===== src/rtl/cnt_ctrl_pkg.sv =====
// Shared types and default timing constants for the counter control front end.
// The debouncer state enum lives here so the top and the debouncer agree on it.
package cnt_ctrl_pkg;

    typedef enum logic [1:0] {
        IDLE    = 2'd0,
        WAIT_HI = 2'd1,
        HIGH    = 2'd2,
        WAIT_LO = 2'd3
    } db_state_e;

    localparam int DEFAULT_DEBOUNCE_CYCLES = 100000;
    localparam int DEFAULT_HOLD_CYCLES     = 50000000;
    localparam int DEFAULT_REPEAT_CYCLES   = 10000000;

endpackage


===== src/rtl/cnt_ctrl_debounce.sv =====
// Single-button front end: 2-flop synchronizer, debounce FSM and a registered
// one-cycle press strobe. The 'high' level tells the top when the button is held.
module debounce
    import cnt_ctrl_pkg::*;
#(
    parameter int DEBOUNCE_CYCLES = DEFAULT_DEBOUNCE_CYCLES
) (
    input  logic clk,
    input  logic rst,
    input  logic raw,
    output logic press,
    output logic high
);

    localparam int CW = $clog2(DEBOUNCE_CYCLES) + 1;
    localparam logic [CW-1:0] LAST = CW'(DEBOUNCE_CYCLES - 1);

    logic            sync1_q, sync1_d;
    logic            sync2_q, sync2_d;
    db_state_e       state_q, state_d;
    logic [CW-1:0]   cnt_q, cnt_d;
    logic            press_q, press_d;

    always_ff @(posedge clk) begin
        if (!rst) begin
            sync1_q <= 1'b0;
            sync2_q <= 1'b0;
            state_q <= IDLE;
            cnt_q   <= '0;
            press_q <= 1'b0;
        end else begin
            sync1_q <= sync1_d;
            sync2_q <= sync2_d;
            state_q <= state_d;
            cnt_q   <= cnt_d;
            press_q <= press_d;
        end
    end

    // The counter only survives while a WAIT state keeps seeing the new level;
    // any glitch back to the old level drops it to zero.
    always_comb begin
        sync1_d = raw;
        sync2_d = sync1_q;
        state_d = state_q;
        cnt_d   = '0;
        press_d = 1'b0;
        case (state_q)
            IDLE: begin
                if (sync2_q) state_d = WAIT_HI;
            end
            WAIT_HI: begin
                if (!sync2_q) begin
                    state_d = IDLE;
                end else if (cnt_q == LAST) begin
                    state_d = HIGH;
                    press_d = 1'b1;
                end else begin
                    cnt_d = cnt_q + 1'b1;
                end
            end
            HIGH: begin
                if (!sync2_q) state_d = WAIT_LO;
            end
            WAIT_LO: begin
                if (sync2_q) begin
                    state_d = HIGH;
                end else if (cnt_q == LAST) begin
                    state_d = IDLE;
                end else begin
                    cnt_d = cnt_q + 1'b1;
                end
            end
            default: state_d = IDLE;
        endcase
    end

    assign press = press_q;
    assign high  = (state_q == HIGH);

endmodule


===== src/rtl/cnt_ctrl.sv =====
// Button/switch front end for the counter: debounces up/down/load and arbitrates
// them into en/up/load pulses. Define CNT_CTRL_AUTOREPEAT_EN for held-button auto-repeat.
module cnt_ctrl
    import cnt_ctrl_pkg::*;
#(
    parameter int DEBOUNCE_CYCLES = DEFAULT_DEBOUNCE_CYCLES,
    parameter int HOLD_CYCLES     = DEFAULT_HOLD_CYCLES,
    parameter int REPEAT_CYCLES   = DEFAULT_REPEAT_CYCLES
) (
    input  logic       clk,
    input  logic       rst,
    input  logic       btn_up,
    input  logic       btn_dn,
    input  logic       btn_ld,
    input  logic [3:0] sw,
    output logic       en,
    output logic       up,
    output logic       load,
    output logic [3:0] count_in
);

    logic [3:0] sw_sync1_q, sw_sync1_d;
    logic [3:0] sw_sync2_q, sw_sync2_d;
    logic       en_q, en_d;
    logic       up_q, up_d;
    logic       load_q, load_d;

    logic       up_press, dn_press, ld_press;
    logic       up_high, dn_high, ld_high_unused;
    logic       up_evt, dn_evt;

    debounce #(.DEBOUNCE_CYCLES(DEBOUNCE_CYCLES)) u_db_up (
        .clk   (clk),
        .rst   (rst),
        .raw   (btn_up),
        .press (up_press),
        .high  (up_high)
    );

    debounce #(.DEBOUNCE_CYCLES(DEBOUNCE_CYCLES)) u_db_dn (
        .clk   (clk),
        .rst   (rst),
        .raw   (btn_dn),
        .press (dn_press),
        .high  (dn_high)
    );

    debounce #(.DEBOUNCE_CYCLES(DEBOUNCE_CYCLES)) u_db_ld (
        .clk   (clk),
        .rst   (rst),
        .raw   (btn_ld),
        .press (ld_press),
        .high  (ld_high_unused)
    );

`ifdef CNT_CTRL_AUTOREPEAT_EN
    localparam int HOLD_MAX = (HOLD_CYCLES > REPEAT_CYCLES) ? HOLD_CYCLES : REPEAT_CYCLES;
    localparam int HW       = $clog2(HOLD_MAX + 1);

    // Index 0 tracks the up button, index 1 the down button.
    logic [1:0][HW-1:0] hold_cnt_q, hold_cnt_d;
    logic [1:0]         rpt_q, rpt_d;
    logic [1:0]         rep_fire;
    logic [1:0]         high_vec;

    assign high_vec = {dn_high, up_high};

    always_ff @(posedge clk) begin
        if (!rst) begin
            hold_cnt_q <= '0;
            rpt_q      <= '0;
        end else begin
            hold_cnt_q <= hold_cnt_d;
            rpt_q      <= rpt_d;
        end
    end

    // First target is the hold time measured from entry into HIGH; after the
    // first repeat the same counter restarts at 1 and targets the repeat period.
    always_comb begin
        hold_cnt_d = '0;
        rpt_d      = '0;
        rep_fire   = '0;
        for (int i = 0; i < 2; i++) begin
            if (high_vec[i]) begin
                if (hold_cnt_q[i] == (rpt_q[i] ? HW'(REPEAT_CYCLES) : HW'(HOLD_CYCLES))) begin
                    rep_fire[i]   = 1'b1;
                    hold_cnt_d[i] = HW'(1);
                    rpt_d[i]      = 1'b1;
                end else begin
                    hold_cnt_d[i] = hold_cnt_q[i] + 1'b1;
                    rpt_d[i]      = rpt_q[i];
                end
            end
        end
    end

    assign up_evt = up_press | rep_fire[0];
    assign dn_evt = dn_press | rep_fire[1];
`else
    logic unused_rpt_cfg;
    assign unused_rpt_cfg = ^{up_high, dn_high, HOLD_CYCLES[0], REPEAT_CYCLES[0]};

    assign up_evt = up_press;
    assign dn_evt = dn_press;
`endif

    always_ff @(posedge clk) begin
        if (!rst) begin
            sw_sync1_q <= '0;
            sw_sync2_q <= '0;
            en_q       <= 1'b0;
            up_q       <= 1'b0;
            load_q     <= 1'b0;
        end else begin
            sw_sync1_q <= sw_sync1_d;
            sw_sync2_q <= sw_sync2_d;
            en_q       <= en_d;
            up_q       <= up_d;
            load_q     <= load_d;
        end
    end

    // Load beats everything; conflicting up and down cancel each other out.
    always_comb begin
        sw_sync1_d = sw;
        sw_sync2_d = sw_sync1_q;
        en_d       = 1'b0;
        up_d       = 1'b0;
        load_d     = 1'b0;
        if (ld_press) begin
            load_d = 1'b1;
        end else if (up_evt && !dn_evt) begin
            en_d = 1'b1;
            up_d = 1'b1;
        end else if (dn_evt && !up_evt) begin
            en_d = 1'b1;
        end
    end

    assign en       = en_q;
    assign up       = up_q;
    assign load     = load_q;
    assign count_in = sw_sync2_q;

endmodule


===== config.mk =====
export PLATFORM = sky130hd
export DESIGN_NAME = cnt_ctrl
export DESIGN_NICKNAME = d
export VERILOG_FILES = /design/src/rtl/cnt_ctrl_pkg.sv /design/src/rtl/cnt_ctrl_debounce.sv /design/src/rtl/cnt_ctrl.sv
export SDC_FILE = /design/constraint.sdc
export NUM_CORES = 1
export LEC_CHECK = 0
export CAP_MARGIN = 5
export CORE_UTILIZATION = 53
export CTS_CLUSTER_SIZE = 40
export DETAILED_ROUTE_END_ITERATION = 7
export HOLD_SLACK_MARGIN = 0.02
export PLACE_DENSITY = 0.84
export SLEW_MARGIN = 20
export SYNTH_ARGS = -nofsm -noshare
export SYNTH_HDL_FRONTEND = slang
export SYNTH_SLANG_ARGS = --single-unit

===== constraint.sdc =====
create_clock -name clk -period 1.6 [get_ports clk]
set_clock_uncertainty 0.05 [all_clocks]
set_input_delay 0.24 -clock clk [delete_from_list [all_inputs] [get_ports clk]]
set_output_delay 0.24 -clock clk [all_outputs]
set_load 0.02 [all_outputs]

==> flow_summary_export.csv <==
group,metric,value,unit
outcome,status,"complete, but fails checks",
outcome,violations,"negative setup slack",
floorplanning,fp.coreArea,0.00596,mm²
min_path,holdPathStages,1,
timing,slew_viol_final,0,
cts,cts_num_sinks,80,
cts,cts_root_buf,"clkbuf_8",
finish,stdcell_area,0.00427,mm²
finish,antenna_cells,0,
timing,worst_slack,-0.0134,ns
route,viasPerCell,5.44,
worst_setup_path,cpMaxStageDelayCell,"or4b_4",
worst_setup_path,reg2reg_depth,5,
finish,final_nets,437,
global_routing,grt-ovfl-total,0,
route,drc,0,
finish,post-route-util,0.716,
timing,period_minus_slack,1.61,ns
timing,slew_headroom,0.604,
global_routing,grt_max_degree,18,
place,place_congestion,0.853,
place,place_hpwl,4670,µm
place,portBuffers,15,
min_path,worstHoldStart,"u_db_up.cnt_q[0]$_SDFF_PN0_",
floorplanning,io_pins,16,
cts,htree_levels,3,
route,wl_per_cell,14.4,µm
route,vias,2741,
power_and_ir_drop,pwr_density_cell,844,mW/mm²
cts,clock_path_buffers,2,
place,placed_cell_area,0.00388,mm²
cts,numCtsBuffers,9,
timing,max_freq,0.620,GHz
finish,multi_input_area,0.00175,mm²
global_routing,grt_usage,0.225,
synth,syn_inst,359,
worst_setup_path,crit_start,"u_db_dn.cnt_q[7]$_SDFF_PN0_",
floorplanning,die-area,0.00656,mm²
synth,synthDistinctLibCells,33,
worst_setup_path,worstSetupPathType,"register to register",
finish,drive_above_1_share,0.240,
route,wl,7260,µm
place,post-place-cells,485,
floorplanning,die_x,81.0,µm
timing,rsz0062_at_grt,"yes",
power_and_ir_drop,p_leak,1.50,nW
finish,syn2layout_area_growth,28.9,%
place,place_ws,-0.107,ns
route,drtIter0Drc,142,
finish,final_cells,504,
floorplanning,start_util,0.556,
synth,yosysWarnings,0,
route,antenna_left,0,
cts,cts_tree,"done",
timing,setup_viol,2,
cts,path_clk_slew,0.09,ns
power_and_ir_drop,power,3.60,mW
route,detailedRoute.firstPassIterationCount,4,
finish,seq_area,0.00161,mm²
worst_setup_path,required,1.79,ns
floorplanning,num_rows,28,
timing,setup-tns-final,-0.0175,ns
cts,cts_hold_buf,0,
synth,syn-num-nets,372,
timing,hold_viol,0,
finish,layout_commonest_cell,"dfxtp_1",
min_path,min_path_type,"register to register",
timing,tightest_slew,0.586,ns
finish,fill_cells,398,
floorplanning,die_y,81.0,µm
worst_setup_path,r2r_start,"u_db_dn.cnt_q[7]$_SDFF_PN0_",
worst_setup_path,crit_arrival,1.80,ns
cts,clk_latency,0.36,ns
synth,ys_ff_latch,80,
run,maxCapViolations,0,
synth,ys_seq_area_frac,0.484,
worst_setup_path,path_max_fanout,7,
worst_setup_path,critPathLaunchType,"register",
worst_setup_path,max_stage_delay,0.48,ns
global_routing,grt_pass1_wl,11200,µm
power_and_ir_drop,peakVddDrop,0.000782,V
global_routing,antenna_found_initial,0,
global_routing,grt_pass1_vias,2578,
worst_setup_path,crit_chain,"or4b_4 > nor4_4 > a21o_1 > buf_6 > nor2_1",
synth,synth_area_per_cell,9.22,µm²
timing,hold_slack,0.380,ns
timing,fin_crit_sh,1.01,
synth,syn_area,0.00331,mm²
worst_setup_path,crit_path_end_kind,"register",
finish,final_cell_mix,"76 x dfxtp_1, 57 x nor2_1, 47 x buf_4",
cell usage after synthesis (all sizes together):
library cell | instances | area (µm²)
dfxtp | 80 | 1600
nor2 | 61 | 229
xnor2 | 33 | 289
nand4 | 22 | 138
nand3 | 21 | 105
nand2 | 19 | 71.3
nor4 | 18 | 143
and2 | 15 | 93.8
xor2 | 15 | 131
nor3 | 14 | 70.1
inv | 12 | 45.0
and3 | 6 | 37.5
and4 | 6 | 52.6
clkbuf | 6 | 23.8
buf | 5 | 46.3
a21oi | 4 | 20.0
ha | 4 | 50.1
nor4b | 4 | 35.0
a31o | 3 | 26.3
mux2i | 2 | 20.0
a21bo | 1 | 10.0
a21o | 1 | 7.51
a31oi | 1 | 6.26
nand4b | 1 | 8.76
nor3b | 1 | 7.51
o21ba | 1 | 10.0
o21bai | 1 | 11.3
or2 | 1 | 6.26
or4b | 1 | 13.8
cell type report:
class,instances,area share
Multi-Input combinational cell,256,0.411
Inverter,12,0.0106
Sequential cell,80,0.377
Clock buffer,10,0.0323
Timing Repair Buffer,65,0.131
Clock inverter,6,0.0161
Tap cell,75,0.0220
path summary, 6_finish.rpt:
kind                                      end  slack, ns
hold / removal    u_db_up.cnt_q[0]$_SDFF_PN0_       0.38
setup / recovery  u_db_dn.cnt_q[5]$_SDFF_PN0_      -0.01
hold reg to reg   u_db_up.cnt_q[0]$_SDFF_PN0_       0.38
setup reg to reg  u_db_dn.cnt_q[5]$_SDFF_PN0_      -0.01
power by group:
part	internal (mW)	total (mW)	switching (mW)
combinational	0.0404	0.0685	0.0281
sequential	2.01	2.02	0.00818
clock	0.768	1.52	0.751
total	2.82	3.60	0.787
per-layer routing:
layer	up-vias	share of wire	GRT usage
met5	-	0	0
met4	0	0.013	0.0821
met3	11	0.031	0.0764
met2	40	0.53	0.408
met1	1315	0.43	0.240
li1	1375	-	-
cell families after synthesis:
logic type,after synthesis,share of synthesized area
AND/OR/NAND/NOR,190,0.305
adder cells (fa/ha/maj),4,0.0151
AO/OA/AOI/OAI,12,0.0276
buffers and inverters,23,0.0348
multiplexers,2,0.00605
XOR/XNOR,48,0.127
flip-flops,80,0.484
sequential cells by signal, summed over array words and instances (netlist names), 4 cells and up, named ones only:
register / cells
sw_sync1_q: 4
u_db_ld.cnt_q: 18
u_db_dn.cnt_q: 18
count_in: 4
u_db_up.cnt_q: 18
critical path, delay by kind of cell, from the launching register on:
| family | cells | cell delay (ns) |
|---|---|---|
| buffers and inverters | 1 | 0.17 |
| AOI/OAI and AO/OA | 1 | 0.20 |
| and+or+nand+nor | 3 | 0.70 |
| DFF | 1 | 0.37 |
what timing repair did:
| item | CTS | global route |
|---|---|---|
| cloned | 0 | 0 |
| pin swaps | 4 | 9 |
| gates resized for setup | 2 | 31 |
| buffers inserted | 2 | 1 |
| endpoints found under the setup margin | 7 | 48 |
Power figures use the tool's default switching activity.
